==> src/rtl/lfsr_engine_param_if.sv <==
// Request/result bundle between a host and lfsr_engine_param.
// Host drives go/seed_val/seed/nshift/done_rdy; engine drives busy/done_val/rand_out.
interface lfsr_engine_param_if #(
    parameter int unsigned WIDTH = 8,
    parameter int unsigned CNT_W = 8
) ();

    logic             go;
    logic             seed_val;
    logic [WIDTH-1:0] seed;
    logic [CNT_W-1:0] nshift;
    logic             busy;
    logic             done_val;
    logic             done_rdy;
    logic [WIDTH-1:0] rand_out;

    modport master (
        output go,
        output seed_val,
        output seed,
        output nshift,
        output done_rdy,
        input  busy,
        input  done_val,
        input  rand_out
    );

    modport slave (
        input  go,
        input  seed_val,
        input  seed,
        input  nshift,
        input  done_rdy,
        output busy,
        output done_val,
        output rand_out
    );

endinterface

==> src/rtl/lfsr_engine_param.sv <==
// Parametrised LFSR engine: per-request shift count, runtime seed, val/rdy result.
// Ports: clk, rst (sync, active low), bus (slave side of lfsr_engine_param_if).
module lfsr_engine_param #(
    parameter int unsigned      WIDTH      = 8,
    parameter logic [WIDTH-1:0] TAPS       = WIDTH'(8'hB8),
    parameter int unsigned      MODE       = 0,
    parameter int unsigned      CNT_W      = 8,
    parameter logic [WIDTH-1:0] RESET_SEED = WIDTH'(1)
) (
    input  logic               clk,
    input  logic               rst,
    lfsr_engine_param_if.slave bus
);

    typedef enum logic [1:0] {
        IDLE  = 2'b00,
        SHIFT = 2'b01,
        DONE  = 2'b10
    } state_t;

    state_t           state_q;
    state_t           state_d;
    logic [WIDTH-1:0] lfsr_q;
    logic [WIDTH-1:0] lfsr_d;
    logic [CNT_W-1:0] cnt_q;
    logic [CNT_W-1:0] cnt_d;
    logic [WIDTH-1:0] step_val;
    logic [WIDTH-1:0] seed_safe;

    // One LFSR step in the selected form.
    generate
        if (MODE == 0) begin : g_fib
            logic fb;
            assign fb       = ^(lfsr_q & TAPS);
            assign step_val = {lfsr_q[WIDTH-2:0], fb};
        end else begin : g_gal
            logic [WIDTH-1:0] shl;
            assign shl      = {lfsr_q[WIDTH-2:0], 1'b0};
            assign step_val = lfsr_q[WIDTH-1] ? (shl ^ TAPS) : shl;
        end
    endgenerate

    // A zero seed would lock the register at zero forever.
    assign seed_safe = (bus.seed == '0) ? WIDTH'(1) : bus.seed;

    always_ff @(posedge clk) begin
        if (!rst) begin
            state_q <= IDLE;
            lfsr_q  <= RESET_SEED;
            cnt_q   <= '0;
        end else begin
            state_q <= state_d;
            lfsr_q  <= lfsr_d;
            cnt_q   <= cnt_d;
        end
    end

    always_comb begin
        state_d = state_q;
        lfsr_d  = lfsr_q;
        cnt_d   = cnt_q;
        case (state_q)
            IDLE: begin
                if (bus.seed_val) begin
                    lfsr_d = seed_safe;
                end
                if (bus.go) begin
                    cnt_d   = bus.nshift;
                    state_d = (bus.nshift == '0) ? DONE : SHIFT;
                end
            end
            SHIFT: begin
                lfsr_d = step_val;
                cnt_d  = cnt_q - CNT_W'(1);
                // Leaving at 1 means the counter never wraps.
                if (cnt_q == CNT_W'(1)) begin
                    state_d = DONE;
                end
            end
            DONE: begin
                if (bus.done_rdy) begin
                    state_d = IDLE;
                end
            end
            default: begin
                state_d = IDLE;
            end
        endcase
    end

    assign bus.busy     = (state_q != IDLE);
    assign bus.done_val = (state_q == DONE);
    assign bus.rand_out = lfsr_q;

endmodule
==> src/flat_wrapper.sv <==
// flat-port wrapper written by rule: the top's interface ports become plain ports
module lfsr_engine_param_flat 
#(
    parameter int unsigned      WIDTH      = 8,
    parameter logic [WIDTH-1:0] TAPS       = WIDTH'(8'hB8),
    parameter int unsigned      MODE       = 0,
    parameter int unsigned      CNT_W      = 8,
    parameter logic [WIDTH-1:0] RESET_SEED = WIDTH'(1)
)
  (clk, rst, bus_go, bus_seed_val, bus_seed, bus_nshift, bus_done_rdy, bus_busy, bus_done_val, bus_rand_out);
  lfsr_engine_param_if #(.WIDTH(WIDTH), .CNT_W(CNT_W)) bus_i ();
  input  logic clk;
  input  logic rst;
  input wire logic [$bits(bus_i.go)-1:0] bus_go;
  input wire logic [$bits(bus_i.seed_val)-1:0] bus_seed_val;
  input wire logic [$bits(bus_i.seed)-1:0] bus_seed;
  input wire logic [$bits(bus_i.nshift)-1:0] bus_nshift;
  input wire logic [$bits(bus_i.done_rdy)-1:0] bus_done_rdy;
  output wire logic [$bits(bus_i.busy)-1:0] bus_busy;
  output wire logic [$bits(bus_i.done_val)-1:0] bus_done_val;
  output wire logic [$bits(bus_i.rand_out)-1:0] bus_rand_out;
  assign bus_i.go = bus_go;
  assign bus_i.seed_val = bus_seed_val;
  assign bus_i.seed = bus_seed;
  assign bus_i.nshift = bus_nshift;
  assign bus_i.done_rdy = bus_done_rdy;
  assign bus_busy = bus_i.busy;
  assign bus_done_val = bus_i.done_val;
  assign bus_rand_out = bus_i.rand_out;
  lfsr_engine_param #(.WIDTH(WIDTH), .TAPS(TAPS), .MODE(MODE), .CNT_W(CNT_W), .RESET_SEED(RESET_SEED)) u_core (.clk(clk), .rst(rst), .bus(bus_i));
endmodule
==> config.mk <==
export PLATFORM = sky130hd
export DESIGN_NAME = lfsr_engine_param_flat
export DESIGN_NICKNAME = d
export VERILOG_FILES = /design/src/rtl/lfsr_engine_param_if.sv /design/src/rtl/lfsr_engine_param.sv /design/src/flat_wrapper.sv
export SDC_FILE = /design/constraint.sdc
export NUM_CORES = 1
export LEC_CHECK = 0
export BUFFER_PORTS_ARGS = -buffer_cell sky130_fd_sc_hd__buf_2
export CAP_MARGIN = 10
export CORE_MARGIN = 2
export CORE_UTILIZATION = 54
export CTS_CLUSTER_DIAMETER = 60
export DETAILED_ROUTE_END_ITERATION = 6
export GPL_TIMING_DRIVEN = 0
export PLACE_DENSITY = 0.83
export SETUP_SLACK_MARGIN = 0.15
export SKIP_LAST_GASP = 1
export SLEW_MARGIN = 10
export SYNTH_ARGS = -nofsm -noshare
export SYNTH_HDL_FRONTEND = slang
export SYNTH_SLANG_ARGS = --single-unit
export TNS_END_PERCENT = 50
==> constraint.sdc <==
create_clock -name clk -period 2.9 [get_ports clk]
set_clock_uncertainty 0.1 [all_clocks]
set_input_delay 0.58 -clock clk [delete_from_list [all_inputs] [get_ports clk]]
set_output_delay 0.58 -clock clk [all_outputs]
set_load 0.05 [all_outputs]
==> results_dict.tcl, run 1 <==
set metrics [dict create \
    power_density_mw_per_mm2 734.3 \
    n_antenna_cell 0 \
    crit_path_end_kind "primary output" \
    io_pins 31 \
    die_area_mm2 0.002303 \
    nNetsFinal 188 \
    wl_um 2718 \
    synth.avg_cell_area_um2 8.037 \
    cts_inserted_buffers 3 \
    slew_headroom_pct 67.92 \
    maxCapViolCount 0 \
    worstSetupPathType "reg2out" \
    drt-pass1-iter-count 4 \
    post-route-min-period_ps 1924 \
    layout-drive-gt1-share_pct 26.22 \
    ys.flop_type "dfxtp_1" \
    finalSetupTns_ps 0 \
    path_clk_slew_ps 110 \
    crit_required_ps 2220 \
    fillers 167 \
    worst-r2r-setup-slack_ps 1180 \
    yosysTopAreaCell "dfxtp_1" \
    fmax_mhz 519.8 \
    cts.sinks 18 \
    grtUsageTotal_pct 25.86 \
    finalSetupViolCount 0 \
    dp_cells 185 \
    synthDistinctLibCells 35 \
    netlist_instances 130 \
    synthTopCellsByCount "dfxtp_1, nor2_1, a21oi_1, nand2_1" \
    syn_to_final_growth_pct 20.84 \
    gp_congestion 0.9211 \
    cts_tree "built" \
    final_cells 189 \
    synth_seq_cells 18 \
    synth.most_common_cell "dfxtp_1" \
    slew_violations 0 \
    dp_worst_setup_slack_ps 1054 \
    clk_latency_ps 300 \
    ys_seq_area_share_pct 34.49 \
    rsz0062_at_grt "no" \
    portBuffers 30 \
    grt_max_degree 11 \
    synthesis.area_mm2 0.001045 \
    min_period_over_period_pct 66.34 \
    cts-resized-gates 0 \
    synth_edf_count 0 \
    drtIter0Drc 34 \
    antenna_found_initial 0 \
    htreeDepth 1 \
    finalWorstSetupSlack_ps 976.2 \
    grt_first_pass_wirelength_um 4119 \
    yosys_warnings 0 \
    start_util_pct 59.22 \
    ys_async_sr_fraction_pct 0 \
    rows 15 \
    hold_viol 0 \
    overflow 0 \
    yosysTopAreaCellShare_pct 34.49 \
    clock_path_buffers 2 \
    cp-start-kind "register" \
    vias 1115 \
    peakVddDrop_v 0.0004839 \
    drc 0 \
    hold_class "reg2reg" \
    cts_hold_buf 0 \
    post-cts-setup-buffers 0 \
    synth_fp_nets 153 \
    die_width_um 47.99 \
    status "finished clean" \
    ant_nets 0 \
    synth_top_cells_by_area "dfxtp_1, a21oi_1, nor2_1" \
    arrival_ps 1240 \
    viasPerCell 5.899 \
    cts_root_buf "clkbuf_4" \
    worst_slew_pin_slew_ps 481.3 \
    core_mm2 0.001764 \
    drt-wirelength-per-cell_um 14.38 \
    dp_hpwl_um 2020 \
    grt_pass1_vias 974 \
    fp.dieH_um 47.99 \
    critPathMaxFanout 7 \
    power.leakage_nw 0.5517 \
]
==> cell usage in the layout (no fill, tap or decap), types with 2 or more instances in the layout <==
| cell | count |
|---|---|
| nor2b_1 | 6 |
| nand2_1 | 10 |
| nor2_1 | 17 |
| o21ai_0 | 5 |
| o221a_2 | 5 |
| dfxtp_1 | 18 |
| nand2b_1 | 5 |
| xor2_1 | 2 |
| a21oi_1 | 13 |
| nor3_1 | 4 |
| inv_1 | 6 |
| clkbuf_4 | 3 |
| a211oi_1 | 3 |
| xnor2_1 | 2 |
| buf_2 | 30 |
| nor4_1 | 4 |
| o221ai_1 | 2 |
| a311oi_1 | 3 |
| ha_1 | 2 |
| clkbuf_1 | 6 |
==> worst paths after layout <==
| path | startpoint | endpoint | cells past startpoint |
|---|---|---|---|
| worst min register to register | u_core.cnt_q[7] | u_core.cnt_q[7] | 1 |
| worst min-delay path | u_core.cnt_q[7] | u_core.cnt_q[7] | 1 |
| worst max register to register | u_core.state_q[0] | u_core.cnt_q[4] | 6 |
| worst max-delay path | u_core.state_q[1] | bus_done_val | 2 |
==> metal layers <==
metal / global-route usage (%) / up-vias / routed length (um)
met5: 0 / - / 0
met4: 14.05 / 0 / 55
met3: 4.906 / 7 / 148
met2: 38.13 / 41 / 1223
met1: 35.29 / 526 / 1291
li1: - / 541 / -
==> state kept, by name, indices dropped and copies added (netlist names) <==
register             count
u_core.cnt_q             8
u_core.bus.rand_out      8
u_core.state_q           2
==> per-stage QoR <==
step	power, mW	hold slack, ps	instance area (um^2)	util (%)
floorplan	0.6642	336.2	1045	-
global placement	0.7550	357.5	1226	69.50
detailed placement	0.7652	374.5	1226	69.50
CTS	0.9260	391.4	1262	71.56
global route	0.9849	416.4	1262	71.56
finish	0.9270	391.8	1262	71.56
==> critical path: stages (launching register included) <==
cell and delay [ps]:
dfxtp_1 460, nor2b_1 200, buf_2 280
==> report_power, final <==
group / internal [mW] / total [mW] / switching, mW
registers: 0.296 / 0.348 / 0.0521
clock network: 0.0767 / 0.160 / 0.0829
logic: 0.152 / 0.419 / 0.268
==> area by class of cell <==
type | instances | area, um^2 | share of cell area [%]
Tap cell | 25 | 31.28 | 2.478
Sequential cell | 18 | 360.3 | 28.54
Buffer | 7 | 30.03 | 2.379
Timing Repair Buffer | 30 | 150.1 | 11.89
Multi-Input combinational cell | 99 | 631.9 | 50.05
Clock buffer | 4 | 36.28 | 2.874
Inverter | 6 | 22.52 | 1.784
==> kinds of logic after synthesis <==
group / synth area share [%]
AOI/OAI and AO/OA: 27.43
and+or+nand+nor: 26.35
adders and majority gates: 2.395
xor gates and xnor gates: 3.354
buffers and inverters: 5.030
muxes: 0.9581
DFF: 34.49
Power figures use the tool's default switching activity.
==> run 2, diff against run 1 <==
--- a/config.mk
+++ b/config.mk
@@ -8,11 +8,11 @@
 export BUFFER_PORTS_ARGS = -buffer_cell sky130_fd_sc_hd__buf_2
 export CAP_MARGIN = 10
 export CORE_MARGIN = 2
-export CORE_UTILIZATION = 54
+export CORE_UTILIZATION = 50
 export CTS_CLUSTER_DIAMETER = 60
 export DETAILED_ROUTE_END_ITERATION = 6
 export GPL_TIMING_DRIVEN = 0
-export PLACE_DENSITY = 0.83
+export PLACE_DENSITY = 0.78
 export SETUP_SLACK_MARGIN = 0.15
 export SKIP_LAST_GASP = 1
 export SLEW_MARGIN = 10
==> constraint.sdc (replaced) <==
create_clock -name clk -period 1.91 [get_ports clk]
set_clock_uncertainty 0.1 [all_clocks]
set_input_delay 0.382 -clock clk [delete_from_list [all_inputs] [get_ports clk]]
set_output_delay 0.382 -clock clk [all_outputs]
set_load 0.05 [all_outputs]
==> results_dict.tcl, run 2 (same netlist as run 1, synthesis figures left out) <==
set metrics [dict create \
    grt_pass1_vias 1003 \
    finalSetupViolCount 0 \
    most-common-layout-cells "buf_2, dfxtp_1, nor2_1" \
    drt-pass1-iter-count 5 \
    startpoint "u_core.state_q[1]" \
    cts_inserted_buffers 3 \
    clk_latency_ps 300 \
    io_pins 31 \
    final_common_cell "buf_2" \
    cts_tree "built" \
    placed_cell_area_mm2 0.001229 \
    min_to "u_core.bus.rand_out[1]" \
    antenna_found_initial 0 \
    met3WireLength_um 228 \
    rows 16 \
    cp-start-kind "register" \
    crit_required_ps 1430 \
    timing.rr.start "u_core.state_q[1]" \
    gp_congestion 0.8822 \
    final_cell_area_mm2 0.001267 \
    top_layer_used "met4" \
    drt-wirelength-per-cell_um 13.81 \
    power.leakage_nw 0.5583 \
    min-delay-start "bus_seed[1]" \
    overflow 0 \
    power_density_mw_per_mm2 1114 \
    start_util_pct 53.25 \
    ant_nets 0 \
    fmax_mhz 583.9 \
    peakVddDrop_v 0.0006084 \
    nNetsFinal 188 \
    n_antenna_cell 0 \
    power.total_mw 1.411 \
    path_clk_slew_ps 110 \
    die_area_mm2 0.002471 \
    r2r_cells 4 \
    clock_path_buffers 2 \
    post-route-min-period_ps 1713 \
    drc 0 \
    die_width_um 49.71 \
    critPathMaxFanout 7 \
    core_mm2 0.001962 \
    hold_class "in2reg" \
    htreeDepth 1 \
    grtUsageTotal_pct 22.68 \
    m1WireLength_um 1207 \
    fillers 191 \
    routed-wl-met2_um 1187 \
    hold_viol 0 \
    syn_to_final_growth_pct 21.32 \
    worst_slew_pin_slew_ps 538.5 \
    dp_hpwl_um 1966 \
    fp.dieH_um 49.71 \
    crit_path_end_kind "primary output" \
    vias 1098 \
    viasPerCell 5.749 \
    cts_hold_buf 0 \
    wl_um 2637 \
    portBuffers 30 \
    slew_violations 0 \
    grt_first_pass_wirelength_um 4381 \
    holdPathStages 3 \
    status "finished clean" \
    whs_ps 256.3 \
    grt_max_degree 11 \
    cts_root_buf "clkbuf_4" \
    arrival_ps 1230 \
    slew_headroom_pct 64.03 \
    maxCapViolCount 0 \
    drtIter0Drc 35 \
    cts.sinks 18 \
    rsz0062_at_grt "yes" \
    min_period_over_period_pct 89.67 \
    worstSetupPathType "reg2out" \
    worst-r2r-setup-slack_ps 280 \
    finalSetupTns_ps 0 \
    layout-drive-gt1-share_pct 27.44 \
    timing.rr.end "u_core.bus.rand_out[2]" \
]
[run 2: layout make-up]
cell class | count | area (um^2) | area share, %
timing repair buffer | 30 | 150.1 | 11.85
sequential | 18 | 360.3 | 28.43
tap | 27 | 33.78 | 2.665
inverter | 6 | 22.52 | 1.777
clock buffer | 4 | 36.28 | 2.863
buffer | 7 | 32.53 | 2.567
multi-input combinational | 99 | 631.9 | 49.85
[run 2: repair_timing]
action / in CTS / in global routing
resized for setup: 0 / 4
hold endpoints to repair: 0 / 0
endpoints found under the setup margin: 0 / 8
buffers inserted: 0 / 0
[run 2: worst max-delay path, cell delays in order, from the launching register on]
cell and delay [ps]:
dfxtp_1 440, nor2b_1 210, buf_2 290
[run 2: layer usage]
layer  track usage (%)  vias to the layer above
met1             31.31                      511
met5                 0                        -
li1                  -                      542
met4             6.481                        0
met3             3.030                        2
met2             36.89                       43
[run 2: power by group]
group	total (mW)	switching [mW]	leakage [nW]	internal, mW
clock network	0.245	0.128	0.0210	0.116
logic	0.638	0.406	0.388	0.232
registers	0.529	0.0794	0.150	0.449
total	1.41	0.614	0.558	0.797
[run 2: metrics by stage]
step           cells  utilization, %  worst slack [ps]
5_1_grt          191           64.60             104.6
2_1_floorplan    130               -             224.5
6_report         191           64.60             197.3
3_5_place_dp     187           62.63             241.9
3_3_place_gp     187           62.63             275.0
4_1_cts          191           64.48             192.3
[run 2: worst max path at each step]
stage,to,slack [ps],cells after the start
4_1_cts,bus_done_val,190,2
2_1_floorplan,u_core.state_q[1],220,4
6_report,bus_done_val,200,2
3_3_place_gp,u_core.cnt_q[4],280,6
5_1_grt,bus_done_val,100,2
3_5_place_dp,u_core.cnt_q[4],240,6
==> run 3, diff against run 2 <==
--- a/config.mk
+++ b/config.mk
@@ -12,7 +12,7 @@
 export CTS_CLUSTER_DIAMETER = 60
 export DETAILED_ROUTE_END_ITERATION = 6
 export GPL_TIMING_DRIVEN = 0
-export PLACE_DENSITY = 0.78
+export PLACE_DENSITY = 0.8
 export SETUP_SLACK_MARGIN = 0.15
 export SKIP_LAST_GASP = 1
 export SLEW_MARGIN = 10
==> results_dict.tcl, run 3 (same netlist as run 1, synthesis figures left out) <==
set metrics [dict create \
    crit_path_end_kind "primary output" \
    ff_latch_area_um2 360.3 \
    status "finished clean" \
    die_width_um 49.71 \
    worst-r2r-setup-slack_ps 290 \
    power_density_mw_per_mm2 1074 \
    arrival_ps 1210 \
    cts_root_buf "clkbuf_4" \
    die_area_mm2 0.002471 \
    min_period_over_period_pct 88.76 \
    start_util_pct 53.25 \
    antenna_found_initial 0 \
    drt-pass1-iter-count 7 \
    final_cell_area_mm2 0.001255 \
    placed_cell_area_mm2 0.001229 \
    vias 1092 \
    cts.sinks 18 \
    multiInputGateArea_um2 634.4 \
    post-route-min-period_ps 1695 \
    hold_class "in2reg" \
    grtUsageTotal_pct 22.72 \
    io_pins 31 \
    drtIter0Drc 24 \
    core_mm2 0.001962 \
    cp-start-kind "register" \
    worstSetupPathType "reg2out" \
    drc 0 \
    fillers 197 \
    gp_congestion 0.8409 \
    drt-wirelength-per-cell_um 13.63 \
    dp_hpwl_um 1942 \
    nNetsFinal 188 \
    wl_um 2590 \
    power.leakage_nw 0.5483 \
    cp-endpoint "bus_done_val" \
    cp.depth 2 \
    finalSetupViolCount 0 \
    rows 16 \
    cp_cell_sequence "nor2b_1 > buf_2" \
    peakVddDrop_v 0.0005222 \
    timing.rr.end "u_core.cnt_q[7]" \
    final_common_cell "buf_2" \
    critPathSlowestCell "dfxtp_1" \
    finalSetupTns_ps 0 \
    worst_slew_pin_slew_ps 468.4 \
    slew_violations 0 \
    critPathBufInv 1 \
    fmax_mhz 589.9 \
    rsz0062_at_grt "yes" \
    ant_nets 0 \
    layout-drive-gt1-share_pct 26.99 \
    path_clk_slew_ps 90 \
    overflow 0 \
    htreeDepth 1 \
    viasPerCell 5.747 \
    post-cts-setup-buffers 0 \
    critPathMaxFanout 7 \
    portBuffers 30 \
    grt_first_pass_wirelength_um 4381 \
    hold_viol 0 \
    syn_to_final_growth_pct 20.12 \
    most-common-layout-cells "buf_2, dfxtp_1, nor2_1" \
    grt_pass1_vias 1006 \
    path_delay_family "flip-flops" \
    n_antenna_cell 0 \
    slowest_delay_ps 440 \
    clock_path_buffers 2 \
    slew_headroom_pct 68.77 \
    cts_tree "built" \
    fp.dieH_um 49.71 \
    r2r_cells 5 \
    maxCapViolCount 0 \
    cts_inserted_buffers 3 \
    grt_max_degree 11 \
    startpoint "u_core.state_q[1]" \
    clk_latency_ps 290 \
    crit_required_ps 1430 \
    timing.rr.start "u_core.state_q[0]" \
]
-- run 3: worst reg2reg max path, cell delays in order (launching register included) --
cell	delay, ps
dfxtp_1	320
buf_4	130
or4b_4	490
nor4_4	240
nor3_1	70
a211oi_1	210
-- run 3: worst min path at each step --
stage / to / cells after the start / slack, ps / start
after floorplan: u_core.cnt_q[7] / 1 / 340 / u_core.cnt_q[7]
after global placement: u_core.cnt_q[7] / 1 / 360 / u_core.cnt_q[7]
after detailed placement: u_core.cnt_q[7] / 1 / 350 / u_core.cnt_q[7]
after CTS: u_core.bus.rand_out[1] / 3 / 250 / bus_seed[1]
after global routing: u_core.cnt_q[6] / 3 / 270 / rst
final: u_core.bus.rand_out[1] / 3 / 270 / bus_seed[1]
-- run 3: where the power goes --
group	total [mW]	leakage (nW)	switching, mW	internal (mW)
registers	0.528	0.150	0.0782	0.449
clock network	0.189	0.0138	0.116	0.0734
logic	0.632	0.385	0.399	0.233
-- run 3: metrics by stage --
step	std cells	utilization [%]	hold WS (ps)	power (mW)	worst slack [ps]
after global routing	190	63.97	265.9	1.450	142.7
after floorplan	130	-	336.2	1.009	224.5
after CTS	190	63.78	253.7	1.348	203.0
final	190	63.97	266.2	1.348	214.7
after global placement	187	62.63	358.1	1.145	292.9
after detailed placement	187	62.63	353.0	1.159	240.4
-- run 3: cell type report --
cell class / count / area share [%]
Tap cell: 27 / 2.692
Timing Repair Buffer: 30 / 11.96
Multi-Input combinational cell: 99 / 50.55
Clock buffer: 3 / 1.795
Inverter: 6 / 1.795
Sequential cell: 18 / 28.71
Buffer: 7 / 2.493
-- run 3: what timing repair did --
item | 4_1_cts | 5_1_grt
hold buffers | 0 | 0
gates resized for setup | 0 | 3
endpoints found under the setup margin | 0 | 8
-- run 3: routing by layer --
layer	global-route usage, %	share of wire, %	vias up
li1	-	-	543
met5	0	0	-
met3	3.333	5.3	4
met1	28.33	45	511
met4	8.333	1.2	0
met2	39.33	48	34
